[src/rtl/instr_fetch_unit.sv]
// instr_fetch_unit: PC register, imem req/valid fetch, instruction register and field slicing; optional FETCH_TIMEOUT_EN adds a fetch timeout/ERR state
module instr_fetch_unit #(
    parameter int                 ADDR_W        = 32,
    parameter logic [ADDR_W-1:0]  RESET_PC      = '0,
    parameter int                 FETCH_TIMEOUT = 16
) (
    input  logic              clk,
    input  logic              rst,
    output logic              imem_req,
    output logic [ADDR_W-1:0] imem_addr,
    input  logic [31:0]       imem_rdata,
    input  logic              imem_valid,
    input  logic              exec_done,
    input  logic              branch_taken,
    output logic [31:0]       instr,
    output logic [5:0]        Opcode,
    output logic [5:0]        func,
    output logic [4:0]        rs,
    output logic [4:0]        rt,
    output logic [4:0]        rd,
    output logic [4:0]        shamt,
    output logic [15:0]       imm,
    output logic [ADDR_W-1:0] pc,
    output logic [ADDR_W-1:0] pc_plus4,
    output logic              instr_valid,
    output logic              fetch_err
);
`ifdef FETCH_TIMEOUT_EN
    typedef enum logic [1:0] {FETCH, EXEC, ERR} state_t;
`else
    typedef enum logic [1:0] {FETCH, EXEC} state_t;
`endif

    state_t            state_q, state_d;
    logic [ADDR_W-1:0] pc_q, pc_d;
    logic [31:0]       instr_q, instr_d;
    logic [ADDR_W-1:0] br_off;

    assign pc          = pc_q;
    assign pc_plus4    = pc_q + ADDR_W'(4);
    assign br_off      = ADDR_W'(signed'({instr_q[15:0], 2'b00}));
    assign instr       = instr_q;
    assign Opcode      = instr_q[31:26];
    assign rs          = instr_q[25:21];
    assign rt          = instr_q[20:16];
    assign rd          = instr_q[15:11];
    assign shamt       = instr_q[10:6];
    assign func        = instr_q[5:0];
    assign imm         = instr_q[15:0];
    assign imem_addr   = pc_q;
    // the reset term keeps the request low while reset is held, since state already reads FETCH then
    assign imem_req    = rst && state_q == FETCH;
    assign instr_valid = state_q == EXEC;

`ifdef FETCH_TIMEOUT_EN
    logic [7:0] cnt_q, cnt_d;
    logic       timeout;

    assign timeout   = state_q == FETCH && !imem_valid && cnt_q == 8'(FETCH_TIMEOUT - 1);
    assign cnt_d     = (state_q == FETCH && !imem_valid) ? cnt_q + 8'd1 : '0;
    assign fetch_err = state_q == ERR;

    // timeout counter, cleared whenever not waiting in FETCH
    always_ff @(posedge clk or negedge rst) begin
        if (!rst) cnt_q <= '0;
        else      cnt_q <= cnt_d;
    end
`else
    logic timeout;
    logic unused_cfg;

    assign timeout    = 1'b0;
    assign unused_cfg = FETCH_TIMEOUT != 0;
    assign fetch_err  = 1'b0;
`endif

    // next state: capture the word in FETCH, advance pc in EXEC on completion
    always_comb begin
        state_d = state_q;
        pc_d    = pc_q;
        instr_d = instr_q;
        if (state_q == FETCH && imem_valid) begin
            instr_d = imem_rdata;
            state_d = EXEC;
        end
        if (state_q == EXEC && exec_done) begin
            pc_d    = branch_taken ? pc_plus4 + br_off : pc_plus4;
            state_d = FETCH;
        end
`ifdef FETCH_TIMEOUT_EN
        if (timeout) state_d = ERR;
`else
        if (timeout) state_d = FETCH;
`endif
    end

    // state, pc and instruction register
    always_ff @(posedge clk or negedge rst) begin
        if (!rst) begin
            state_q <= FETCH;
            pc_q    <= RESET_PC;
            instr_q <= '0;
        end else begin
            state_q <= state_d;
            pc_q    <= pc_d;
            instr_q <= instr_d;
        end
    end
endmodule
[config.mk]
export PLATFORM = sky130hd
export DESIGN_NAME = instr_fetch_unit
export DESIGN_NICKNAME = d
export VERILOG_FILES = /design/src/rtl/instr_fetch_unit.sv
export SDC_FILE = /design/constraint.sdc
export NUM_CORES = 1
export LEC_CHECK = 0
export BUFFER_PORTS_ARGS = -buffer_cell sky130_fd_sc_hd__buf_2
export CAP_MARGIN = 20
export CORE_MARGIN = 2
export CORE_UTILIZATION = 40
export CTS_CLUSTER_SIZE = 14
export DETAILED_ROUTE_END_ITERATION = 6
export GPL_ROUTABILITY_DRIVEN = 0
export GPL_TIMING_DRIVEN = 1
export PLACE_DENSITY = 0.73
export SLEW_MARGIN = 0
export SYNTH_ARGS = -nofsm -noshare
export SYNTH_HDL_FRONTEND = slang
export SYNTH_SLANG_ARGS = --single-unit
[constraint.sdc]
create_clock -name clk -period 8.2 [get_ports clk]
set_input_delay 0.41 -clock clk [delete_from_list [all_inputs] [get_ports clk]]
set_output_delay 0.41 -clock clk [all_outputs]
set_load 0.01 [all_outputs]
* Word level (Yosys, flattened, before mapping)
Cells that the tools add are included.
Storage, ports and cells: register bits after elaboration 66, input bits 37
Operators by class: muxes and demuxes 3, add/sub/neg operators 2, reduce and logical (&&, ||, !) cells 5, equality and inequality tests 1
Operator list (number):
- $add 32x3->32 const B | 1
- $add 32x32->32 | 1
- $mux 32 | 1
- $mux 2 | 2
- $logic_and 1x1->1 | 3
- $eq 2x1->1 const B | 1
- $logic_not 2->1 | 1
- $reduce_bool 2->1 | 1

* Logic depth before layout (Yosys ltp)
Gate-level depths: netlist (run 1).
depth after elaboration 4, depth in mapped cells 18

* Worst setup path after synthesis (run 1)
Ideal clock, no wire load.
path kind reg2reg, start point reg pc_q[2], in the netlist imem_addr[2], end point reg pc_q[30], in the netlist imem_addr[30], data arrival time 3796 ps, path buffers 1, setup slack 4326 ps, stages on the path, launching flop included 19, cell sequence dfrtp_1 -> ha_1 -> nand4_1 -> nor4_1 -> and2_1 -> nand2_1 -> nor2_1 -> and3_1 -> xor2_1 -> ha_1 -> clkbuf_1 -> and3_1 -> nand4_1 -> a211oi_1 -> o31ai_1 -> o21ai_0 -> mux2i_1 -> nor2_1 -> a21oi_1
Between the ends: longest elaborated chain between the ends 3
Ends and longest elaborated chain:
- start: declaration | line 35 | logic [ADDR_W-1:0] pc_q, pc_d;
- start signal: assignment | line 105 | pc_q <= pc_d;
- $add 32x3->32 | line 40 | assign pc_plus4 = pc_q + ADDR_W'(4);
- via pc_plus4[24] | line 24 | output logic [ADDR_W-1:0] pc_plus4,
- $add 32x32->32 | line 87 | pc_d = branch_taken ? pc_plus4 + br_off : pc_plus4;
- $mux 32 | line 87
The timed path passes the listed nets, and every way through them passes these cells. A chain may end at the register's enable or synchronous reset.

* Worst setup path in the final report (run 1)
start point reg pc_q[4], in the netlist imem_addr[4], end point reg pc_q[27], in the netlist imem_addr[27]
Between the ends: longest elaborated chain between the ends 3
Ends and longest elaborated chain (line):
- $add 32x3->32 (*) | 40
- $add 32x32->32 | 87
- $mux 32 (*) | 87
Mark *: on every way between the ends. The rest lies on a longest branch, timed or not.

==> results of run 1 <==
[worst paths after layout]
check / end / cells after the start / start
min in group clk: instr[8]$_DFFE_PN0P_ / 2 / imem_rdata[8]
setup / recovery: imem_addr[27]$_DFFE_PN0P_ / 14 / imem_addr[4]$_DFFE_PN0P_
hold / removal: instr[31]$_DFFE_PN0P_ / 2 / rst
hold reg to reg: instr[21]$_DFFE_PN0P_ / 1 / instr[21]$_DFFE_PN0P_
max in group asynchronous: instr[1]$_DFFE_PN0P_ / 2 / rst
setup reg to reg: imem_addr[27]$_DFFE_PN0P_ / 14 / imem_addr[4]$_DFFE_PN0P_
[layer usage]
| layer | vias to the layer above | wire length, um | GRT usage [%] |
|---|---|---|---|
| met2 | 184 | 6680 | 32.2 |
| met3 | 11 | 1130 | 4.10 |
| met4 | 0 | 182 | 6.76 |
| met5 | - | 0 | 0 |
| met1 | 2269 | 6370 | 27.2 |
| li1 | 2372 | - | - |
[metrics by stage]
stage	hold WS (ns)	worst slack, ns	instances	utilization [%]
finish	0.263	3.72	923	48.0
floorplan	0.114	4.33	626	-
global placement	0.503	3.86	907	45.4
CTS	0.276	3.78	923	48.0
detailed placement	0.513	3.81	907	45.4
global route	0.290	3.31	923	48.0
[synth_stat cells (3+ instances only)]
| master | number | area, um^2 |
|---|---|---|
| mux2i_1 | 5 | 50.1 |
| o21ai_0 | 48 | 240 |
| inv_1 | 8 | 30.0 |
| o22a_1 | 3 | 26.3 |
| o211ai_1 | 4 | 30.0 |
| nand4_1 | 12 | 75.1 |
| o21a_1 | 4 | 30.0 |
| o22ai_1 | 3 | 18.8 |
| nand2b_1 | 3 | 18.8 |
| a21boi_0 | 3 | 22.5 |
| a21oi_1 | 36 | 180 |
| a31oi_1 | 3 | 18.8 |
| nor4_1 | 3 | 18.8 |
| clkbuf_1 | 10 | 37.5 |
| xor2_1 | 17 | 149 |
| o21bai_1 | 6 | 45.0 |
| a22oi_1 | 8 | 60.1 |
| dfrtp_1 | 63 | 1580 |
| nand2_1 | 50 | 188 |
| nand3_1 | 16 | 80.1 |
| xnor2_1 | 29 | 254 |
| a21o_1 | 15 | 113 |
| and3_1 | 6 | 37.5 |
| buf_1 | 5 | 18.8 |
| mux2_2 | 32 | 360 |
| and4_1 | 5 | 43.8 |
| nor3_1 | 9 | 45.0 |
| ha_1 | 36 | 450 |
| a211oi_1 | 8 | 60.1 |
| nor3b_1 | 4 | 30.0 |
| buf_4 | 86 | 646 |
| nor2_1 | 48 | 180 |
[worst max-delay path, delay by kind of cell (launching register included)]
family,cells,cell delay [ns]
AND/OR/NAND/NOR,4,0.91
adder cells (fa/ha/maj),1,0.37
XOR/XNOR,2,0.43
AO/OA/AOI/OAI,7,2.15
flip-flops,1,0.53
[logic make-up after synthesis]
kind of cell	Yosys count	share of synthesized area, %
mux	37	7.54
buf+inv	114	14.1
simple gates	170	15.8
fa+ha+maj	37	8.64
other cells	1	0.0689
flops	63	29.0
xor+xnor	47	7.70
compound gates	151	17.2
[state kept, by name (all words and copies together) (netlist names)]
register,cells
instr,32
imem_addr,30
state_q,1
[cell type report]
type / count / share of cell area, %
inverters: 9 / 0.531
multi-input cells: 449 / 49.2
flip-flops and latches: 63 / 24.8
well taps: 176 / 3.46
clock inverters: 7 / 1.91
clock buffers: 9 / 3.54
repair buffers: 210 / 16.6
[report_power, final]
group / leakage [nW] / switching (W) / internal, W
clock network: 0.158 / 0.000148 / 0.000297
registers: 0.749 / 0.000198 / 0.000422
logic: 2.18 / 0.000941 / 0.000738
total: 3.08 / 0.00129 / 0.00146
==> flow_metrics.py, run 1 <==
metrics = {
    "route": {
        "detail_route.first_pass.iterations": 5,
        "drtIter0Drc": 296,
        "drt-wirelength-per-cell_um": 15.6,
        "ant_nets": 0,
        "viasPerCell": 5.24,
        "wirelength_mm": 14.4,
        "drc": 0,
        "vias": 4836,
    },
    "run_status": {
        "status": "complete, no violations",
    },
    "min_path": {
        "hp-class": "in2async",
    },
    "cells_and_area": {
        "syn_to_final_growth_pct": 16.9,
        "fillers": 1304,
        "stdcell_area_um2": 6360,
        "regArea_um2": 1580,
        "antenna_cells": 0,
        "num-nets-final": 816,
        "multi_input_area_um2": 3130,
        "post_route_cells_drive_above_1_share_pct": 35.9,
        "final_common_cell": "buf_2",
        "final_cell_mix": "buf_2 (208), dfrtp_1 (63), nand2_1 (50)",
    },
    "setup_path": {
        "crit_path_max_fanout": 8,
        "crit_slowest_cell": "a221oi_1",
        "cp.required_ns": 8.45,
        "end_kind": "flop",
        "critPathMaxStageDelay_ns": 0.63,
        "crit_chain": "nand3_4, nor3_4, and3_2, xor2_1, ha_1, a21oi_1, nand2_1, a221o_1, o21ai_0, a21oi_1, a221oi_1, o21ai_0, xnor2_1, o21ai_0",
        "startpoint_type": "flop",
        "crit_arrival_ns": 4.73,
        "crit_top_cell": "o21ai_0",
        "crit_type": "reg2reg",
        "reg2reg_setup_slack_ns": 3.72,
    },
    "global_routing": {
        "grt_overflow": 0,
        "grt_pass1_vias": 4469,
        "grt_max_degree": 65,
        "grt_first_pass_wirelength_mm": 23.1,
        "antenna_found_initial": 0,
        "grt.total_usage_pct": 20.1,
    },
    "cts": {
        "cts.repair.resized": 0,
        "post_cts_buffers": 0,
        "hold_buffers": 0,
        "clk_latency_ns": 0.34,
        "cts_tree": "built",
        "htreeDepth": 3,
        "clk_pin_slew_worst_paths_ns": 0.06,
        "clockBufferDepth": 2,
        "cts_inserted_buffers": 9,
        "root_buffer": "clkbuf_16",
        "cts_num_sinks": 63,
    },
    "yosys": {
        "synth_ff_type": "dfrtp_1",
        "synth_cell_types": 56,
        "async_reset_ff_share_pct": 100,
        "syn_area_um2": 5440,
        "ys_ff_latch": 63,
        "yosysSeqAreaShare_pct": 29.0,
        "yosys_warnings": 0,
        "synth_edf_count": 0,
        "synthCells": 620,
        "synth_area_per_cell_um2": 8.78,
    },
    "timing": {
        "period_share_pct": 54.6,
        "fin_worst_skew_ns": 0.00539,
        "setup-violations-final": 0,
        "max_freq_mhz": 223,
        "max_slew_margin_pct": 34.4,
        "slew_violations": 0,
        "fin_tns_setup_ns": 0,
        "rsz0062_at_grt": "no",
        "tightest_slew_ns": 0.984,
        "fin_crit_ns": 4.48,
        "hold_viol": 0,
    },
    "power": {
        "power.total_w": 0.00275,
        "p_leak_nw": 3.08,
        "irDropWorstVdd_v": 0.000163,
        "pwr_density_cell_nw_per_um2": 431,
    },
    "die": {
        "die_h_um": 121,
        "core_area_um2": 13200,
        "dieArea_um2": 14600,
        "io_pins": 216,
        "die_w_um": 121,
        "initial_core_util_pct": 41.1,
        "row_count": 42,
    },
    "flow_run": {
        "cap_viol_max_count": 0,
    },
    "place": {
        "portBuffers": 208,
        "place_area_um2": 6020,
        "hpwl_mm": 10.8,
    },
}
Power figures use the tool's default switching activity.
==> run 2: changes to the inputs <==
==> constraint.sdc (replaced) <==
create_clock -name clk -period 4.6 [get_ports clk]
set_input_delay 0.23 -clock clk [delete_from_list [all_inputs] [get_ports clk]]
set_output_delay 0.23 -clock clk [all_outputs]
set_load 0.01 [all_outputs]
==> run 2 against run 1 <==
  * Clock-buffer cell count rose by 5
  * Power rose by 79%
  * Fmax rose by 5.2%
  * Critical path depth rose by 1
  * Sequential cell count did not move
  * Clock skew rose by 0.0028 ns
  * Cell count rose by 0.43%
  * Core utilization rose by 0.36 points
  * Clock power rose by 76%
  * Critical endpoint is now imem_addr[25]$_DFFE_PN0P_
==> flow_metrics.py, run 2 (synthesized netlist as in run 1, its figures left out) <==
metrics = {
    "cts": {
        "root_buffer": "clkbuf_16",
        "post_cts_buffers": 0,
        "htreeDepth": 3,
        "cts_num_sinks": 63,
        "clk_latency_ns": 0.34,
        "hold_buffers": 0,
        "cts.repair.resized": 0,
        "clk_pin_slew_worst_paths_ns": 0.06,
        "cts_inserted_buffers": 9,
        "clockBufferDepth": 2,
        "cts_tree": "built",
    },
    "timing": {
        "max_slew_margin_pct": 30.8,
        "period_share_pct": 92.6,
        "rsz0062_at_grt": "no",
        "fin_tns_setup_ns": 0,
        "whs_ns": 0.112,
        "tightest_slew_ns": 1.04,
        "slew_violations": 0,
        "max_freq_mhz": 235,
        "timing.final.ws_setup_ns": 0.341,
        "fin_worst_skew_ns": 0.00822,
        "setup-violations-final": 0,
        "fin_crit_ns": 4.26,
        "hold_viol": 0,
    },
    "route": {
        "drt-wirelength-per-cell_um": 15.6,
        "drtIter0Drc": 253,
        "detail_route.first_pass.iterations": 4,
        "vias": 4847,
        "drc": 0,
        "viasPerCell": 5.23,
        "ant_nets": 0,
        "wirelength_mm": 14.5,
    },
    "global_routing": {
        "grt_max_degree": 64,
        "grt_overflow": 0,
        "antenna_found_initial": 0,
        "grt.total_usage_pct": 20.2,
        "grt_first_pass_wirelength_mm": 23.1,
        "grt_pass1_vias": 4516,
    },
    "setup_path": {
        "crit_type": "reg2reg",
        "critPathMaxStageDelay_ns": 0.52,
        "crit_slowest_cell": "dfrtp_1",
        "crit_path_max_fanout": 8,
        "crit_chain": "nand3_4, nor3_4, and3_2, xor2_1, ha_1, a21oi_1, nand2_1, a221o_1, o21ai_0, a21oi_1, a221oi_1, buf_4, o21bai_1, xnor2_1, o21ai_0",
        "cp.required_ns": 4.81,
        "crit_arrival_ns": 4.47,
        "startpoint_type": "flop",
        "end_kind": "flop",
    },
    "die": {
        "core_area_um2": 13200,
        "initial_core_util_pct": 41.1,
        "die_h_um": 121,
        "io_pins": 216,
        "die_w_um": 121,
        "row_count": 42,
        "dieArea_um2": 14600,
    },
    "cells_and_area": {
        "num-nets-final": 820,
        "final_cell_mix": "buf_2 (208), dfrtp_1 (63), nand2_1 (50)",
        "largest_reg_flops": 32,
        "syn_to_final_growth_pct": 17.7,
        "antenna_cells": 0,
        "regArea_um2": 1580,
        "multi_input_area_um2": 3130,
        "post_route_cells_drive_above_1_share_pct": 36.1,
        "fillers": 1327,
        "final_common_cell": "buf_2",
    },
    "place": {
        "post-place-ws_ns": 0.405,
        "portBuffers": 208,
        "hpwl_mm": 10.9,
    },
    "power": {
        "sequentialPowerShare_pct": 22.6,
        "pwr_density_cell_nw_per_um2": 767,
        "irDropWorstVdd_v": 0.000259,
        "combPwrFrac_pct": 61.6,
        "netSwitchingFraction_pct": 46.8,
        "p_leak_nw": 3.12,
        "p_int_w": 0.00262,
        "power.total_w": 0.00492,
        "clock_power_share_pct": 15.9,
        "switching_power_w": 0.00230,
    },
    "run_status": {
        "status": "complete, no violations",
    },
    "min_path": {
        "hp-class": "in2async",
    },
    "flow_run": {
        "cap_viol_max_count": 0,
    },
}
## run 2: worst max-delay path, delay by kind of cell (launching register included)
| kind | cells | cell delay (ns) |
|---|---|---|
| buffers and inverters | 1 | 0.18 |
| xor gates and xnor gates | 2 | 0.48 |
| AOI/OAI and AO/OA | 7 | 1.66 |
| adders and majority gates | 1 | 0.37 |
| and+or+nand+nor | 4 | 0.93 |
| DFF | 1 | 0.52 |
## run 2: power by group through the flow
stage | sequential, W | clock (W) | combinational (W)
after global routing | 0.00116 | 0.000831 | 0.00336
after CTS | 0.00111 | 0.000805 | 0.00302
after detailed placement | 0.00112 | 0 | 0.00300
after global placement | 0.00111 | 0 | 0.00300
final | 0.00111 | 0.000781 | 0.00303
after floorplan | 0.00112 | 0 | 0.00229
## run 2: cell type report
| class | instances | area share, % |
|---|---|---|
| Clock buffer | 14 | 4.43 |
| Clock inverter | 2 | 0.937 |
| Inverter | 9 | 0.527 |
| Multi-Input combinational cell | 449 | 48.8 |
| Sequential cell | 63 | 24.6 |
| Tap cell | 176 | 3.44 |
| Timing Repair Buffer | 214 | 17.3 |
## run 2: worst paths after layout
check                      slack (ns)  cells past startpoint                   endpoint                     start
hold reg to reg                  0.52                      1      instr[21]$_DFFE_PN0P_     instr[21]$_DFFE_PN0P_
hold / removal                   0.11                      2      instr[14]$_DFFE_PN0P_                       rst
max in group asynchronous        3.95                      2       instr[1]$_DFFE_PN0P_                       rst
setup / recovery                 0.34                     15  imem_addr[25]$_DFFE_PN0P_  imem_addr[4]$_DFFE_PN0P_
setup reg to reg                 0.34                     15  imem_addr[25]$_DFFE_PN0P_  imem_addr[4]$_DFFE_PN0P_
min in group clk                 0.12                      3     state_q[0]$_DFFE_PN0P_                imem_valid
## run 2: routing by layer
metal | track usage (%) | share of wire [%]
met3 | 4.15 | 7.4
met1 | 27.0 | 45
met2 | 31.9 | 45
met4 | 7.99 | 1.9
met5 | 0 | 0
## run 2: metrics by stage
step	instance area, um^2	std cells	util (%)
global placement	6040	910	45.6
CTS	6380	926	48.2
finish	6410	927	48.4
floorplan	5470	626	-
global route	6410	927	48.4
detailed placement	6040	910	45.6
